### src/rtl/call_stack.sv
// Return-address LIFO for the CPU pipeline: push on call, pop on return, sticky overflow/underflow flags.
// Build option CALL_STACK_WRAP_EN: a push while full overwrites the oldest entry instead of being dropped.
module call_stack #(
    parameter int AW    = 12,
    parameter int DEPTH = 8,
    parameter int CW    = 4
) (
    input  logic          clk,
    input  logic          rst,
    input  logic          push,
    input  logic          pop,
    input  logic          flush,
    input  logic [AW-1:0] retAddr,
    output logic [AW-1:0] top,
    output logic [CW-1:0] count,
    output logic          empty,
    output logic          full,
    output logic          overflow,
    output logic          underflow
);

    localparam int SPW = $clog2(DEPTH);

    logic [AW-1:0]  mem_q [DEPTH];
    logic [AW-1:0]  mem_d [DEPTH];
    logic [SPW-1:0] sp_q, sp_d, sp_m1;
    logic [CW-1:0]  count_q, count_d;
    logic           ovf_q, ovf_d;
    logic           unf_q, unf_d;
    logic           is_empty, is_full;

    assign is_empty = (count_q == '0);
    assign is_full  = (count_q == CW'(DEPTH));
    assign sp_m1    = sp_q - SPW'(1);

    always_comb begin
        mem_d   = mem_q;
        sp_d    = sp_q;
        count_d = count_q;
        ovf_d   = ovf_q;
        unf_d   = unf_q;
        if (flush) begin
            sp_d    = '0;
            count_d = '0;
        end else if (push && pop && !is_empty) begin
            mem_d[sp_m1] = retAddr;
        end else if (push) begin
            // reaching here with pop set means the stack was empty
            if (pop) begin
                unf_d = 1'b1;
            end
            if (!is_full) begin
                mem_d[sp_q] = retAddr;
                sp_d        = sp_q + SPW'(1);
                count_d     = count_q + CW'(1);
            end else begin
                ovf_d = 1'b1;
`ifdef CALL_STACK_WRAP_EN
                mem_d[sp_q] = retAddr;
                sp_d        = sp_q + SPW'(1);
`endif
            end
        end else if (pop) begin
            if (is_empty) begin
                unf_d = 1'b1;
            end else begin
                sp_d    = sp_m1;
                count_d = count_q - CW'(1);
            end
        end
    end

    always_ff @(posedge clk or posedge rst) begin
        if (rst) begin
            for (int i = 0; i < DEPTH; i++) begin
                mem_q[i] <= '0;
            end
            sp_q    <= '0;
            count_q <= '0;
            ovf_q   <= 1'b0;
            unf_q   <= 1'b0;
        end else begin
            mem_q   <= mem_d;
            sp_q    <= sp_d;
            count_q <= count_d;
            ovf_q   <= ovf_d;
            unf_q   <= unf_d;
        end
    end

    assign top       = is_empty ? '0 : mem_q[sp_m1];
    assign count     = count_q;
    assign empty     = is_empty;
    assign full      = is_full;
    assign overflow  = ovf_q;
    assign underflow = unf_q;

endmodule

### config.mk
export PLATFORM = sky130hd
export DESIGN_NAME = call_stack
export DESIGN_NICKNAME = d
export VERILOG_FILES = /design/src/rtl/call_stack.sv
export SDC_FILE = /design/constraint.sdc
export NUM_CORES = 1
export LEC_CHECK = 0
export BUFFER_PORTS_ARGS = -buffer_cell sky130_fd_sc_hd__buf_4
export CAP_MARGIN = 20
export CORE_ASPECT_RATIO = 1.5
export CORE_MARGIN = 2
export CORE_UTILIZATION = 40
export DETAILED_ROUTE_END_ITERATION = 10
export PLACE_DENSITY_LB_ADDON = 0.1
export SETUP_SLACK_MARGIN = 0.05
export SLEW_MARGIN = 40
export SYNTH_ARGS = -nofsm -noshare
export SYNTH_HDL_FRONTEND = slang
export SYNTH_SLANG_ARGS = --single-unit
export TNS_END_PERCENT = 30
### constraint.sdc
create_clock -name clk -period 12.6 [get_ports clk]
set_input_delay 3.78 -clock clk [delete_from_list [all_inputs] [get_ports clk]]
set_output_delay 3.78 -clock clk [all_outputs]
set_load 0.01 [all_outputs]
==> results.md <==
* Status: finished clean
* Via count at approximately 4000
* DR DRC count at 0
* Total Wirelength at 15.1 mm
* Post-DRT Antenna Nets at 0
* First-iteration detailed-routing DRC count at 302
* Number of global-route vias before repair at between 4000 and 5000
* Register area at roughly 2600 um^2
* Top_reg_cell synth: dfrtp_1
* CTS Hold Bufs at 0
* Pins Over Slew Limit at 0
* DR vias/cell at between 5 and 6
* Max-cap viol count at 0
* Antenna diodes at 0
* TritonCTS Sinks at between 100 and 150
* Final instance area at between 6000 and 7000 um^2
* Clock Skew at around 0.0076 ns
* Number of enable flip-flop cells after synthesis at 0
* Gpl congestion at 0.760
* Share of the synthesized area in the top cell type at ~46%
* Mapped Cells at approximately 480
* RSZ-0062 raised after global routing: no
* Syn Std Cell Area at roughly 5700 um^2
* Leakage at around 2.6 nW
* Final worst path period share at approximately 56%
* Remaining Overflow, GRT at 0
* I/O Buffers at 36
* Critical path fanouts, max at 33
* Largest area contributor in the netlist: dfrtp_1
* Setup TNS at 0 ns
* Register area share after synthesis at 46.2%
* Layout filler cell count at around 1300
* Syn Nets at 499
* VDD IR-drop max at 0.148 mV
* Setup CP Type: flop to output pin
* Num rows at between 50 and 60
* Ports at 37
* Yosys warns at 0
* P per Cell Area at approximately 270 nW/um^2
* #FFs+latches synth at between 100 and 150
* Core Footprint at around 14000 um^2
* Initial antenna violation count at 0
* Worst Max-Slew Pin Slew at between 0.8 and 0.9 ns
* Worst path required time at a little under 9 ns
* Hold Path Class: flop to flop
* Share of layout cells above drive strength 1 at a little over a third
* Post-Place Setup Slack at a little under 6 ns
* Max Freq at approximately 0.14 GHz
* Clk_lat worst skew at about 0.35 ns
* Crit path DAT at roughly 3.3 ns
* Ys async rst share at between 90% and 100%
* Clock root cell: clkbuf_16
* Largest net degree at the start of global routing at 80
* Total CTS buffers at 9
* Setup ws final at roughly 5.5 ns
* Number of iterations in the first detailed-routing pass at 5
* Multi-input gate area at roughly 2800 um^2
* GR Util All Layers at 21.3%
* Placed cell areas at a little over 6000 um^2
* Commonest non-fill, non-tap cells in the layout: dfrtp_1, mux2_2, buf_4
* Synth unique cells at 50
* Die ar. at between 15000 and 20000 um^2
* Max clock buf depth at 2
* Detailed-placement wirelength estimate at around 9.6 mm
* Critical Path Start Type: flop
* Die span in y at ~150 um
* Mean Syn Cell Area at 11.9 um^2
* CTS tree: done
* Crit end category: output pin
* Nets at 501
* Reg clk slew, reported paths at about 0.070 ns
* Initial Util at between 40% and 50%
* Synth area leaders: dfrtp_1, mux2_2, mux4_2, mux2_4, o211ai_1
* DIE WIDTH at between 100 and 150 um
* Setup Buffers After CTS at 0
* Fin. Hold Viols at 0
* # setup viols final at 0
* Most common cell after layout, fill and taps aside: dfrtp_1
* Resized cells post-CTS at 0
* Min cycle time layout at 7.07 ns
* H-tree Lvls at 3
* Worst slew margin at 46.4%
* Routed length per instance at between 20 and 25 um
* Area grow syn2layout at 11.4%
* First-pass GRT wire length at about 24 mm
## report_power, final
part           internal (W)  switching, W  leakage, nW  total (W)
clock network      0.000142      0.000136        0.141   0.000278
logic              0.000415      0.000424         1.16   0.000839
registers          0.000488     0.0000986         1.34   0.000587
## synthesized netlist by cell type (2+ instances only)
cell type,n
nand4_1,24
a21oi_1,13
o21ai_0,26
mux2_2,58
buf_1,3
ha_1,4
or4b_1,2
buf_2,8
nand2b_1,3
nor4_1,4
buf_4,4
clkbuf_1,31
nor2_1,15
dfrtp_1,105
mux4_2,24
nor4b_1,2
o211ai_1,25
nand2_1,26
nor3_1,3
nand3b_1,2
inv_1,8
nor2b_1,3
buf_6,6
and3_1,4
mux2_4,20
nand3_1,27
xor2_1,3
o21ai_2,2
## per-layer routing
layer	track usage, %	share of wire, %	up-vias	wire length [um]
li1	-	-	1777	-
met1	27.2	41	2103	6220
met2	36.4	53	97	7970
met3	3.85	4.2	16	627
met4	6.69	1.7	0	259
met5	0	0	-	0
## stage by stage
step           instances  utilization [%]  hold slack, ns  total power (W)
2_1_floorplan        477                -           0.474          0.00118
3_3_place_gp         660             42.9           0.460          0.00141
3_5_place_dp         660             43.2           0.454          0.00144
4_1_cts              676             45.3           0.472          0.00172
5_1_grt              676             45.3           0.515          0.00182
6_report             676             45.3           0.464          0.00170
## critical path: stages, from the launching register on
cell     delay [ns]
dfrtp_1        0.73
inv_1          0.45
ha_4           0.79
mux4_2         0.59
nand2_1        0.11
a21oi_1        0.08
buf_4          0.17
## final cells by class
class / count / area share, %
tap: 192 / 3.79
sequential: 105 / 41.4
inverter: 9 / 0.572
clock inverter: 6 / 0.789
clock buffer: 10 / 3.77
timing repair buffer: 43 / 5.15
multi-input combinational: 311 / 44.5
## sequential cells by signal (all words and copies together), names as in the netlist
register and count:
mem_q 96, sp_q 3, count 4, overflow 1, underflow 1
## final timing paths
path / start / endpoint / slack, ns / cells after the start
max: sp_q[1] / top[1] / 5.53 / 6
min: underflow / underflow / 0.46 / 2
max reg2reg: sp_q[1] / mem_q[47] / 8.91 / 5
min reg2reg: underflow / underflow / 0.46 / 2
max in group asynchronous: rst / mem_q[41] / 8.16 / 3
min in group asynchronous: rst / mem_q[57] / 3.39 / 2
## cell families after synthesis
family | Yosys count | synth area share (%)
AO/OA/AOI/OAI | 80 | 9.23
XOR/XNOR | 4 | 0.615
adder cells (fa/ha/maj) | 5 | 1.23
buffers and inverters | 61 | 5.25
flip-flops | 105 | 46.2
multiplexers | 102 | 26.2
AND/OR/NAND/NOR | 120 | 11.3
No activity file was read; power rests on OpenSTA's default activity.
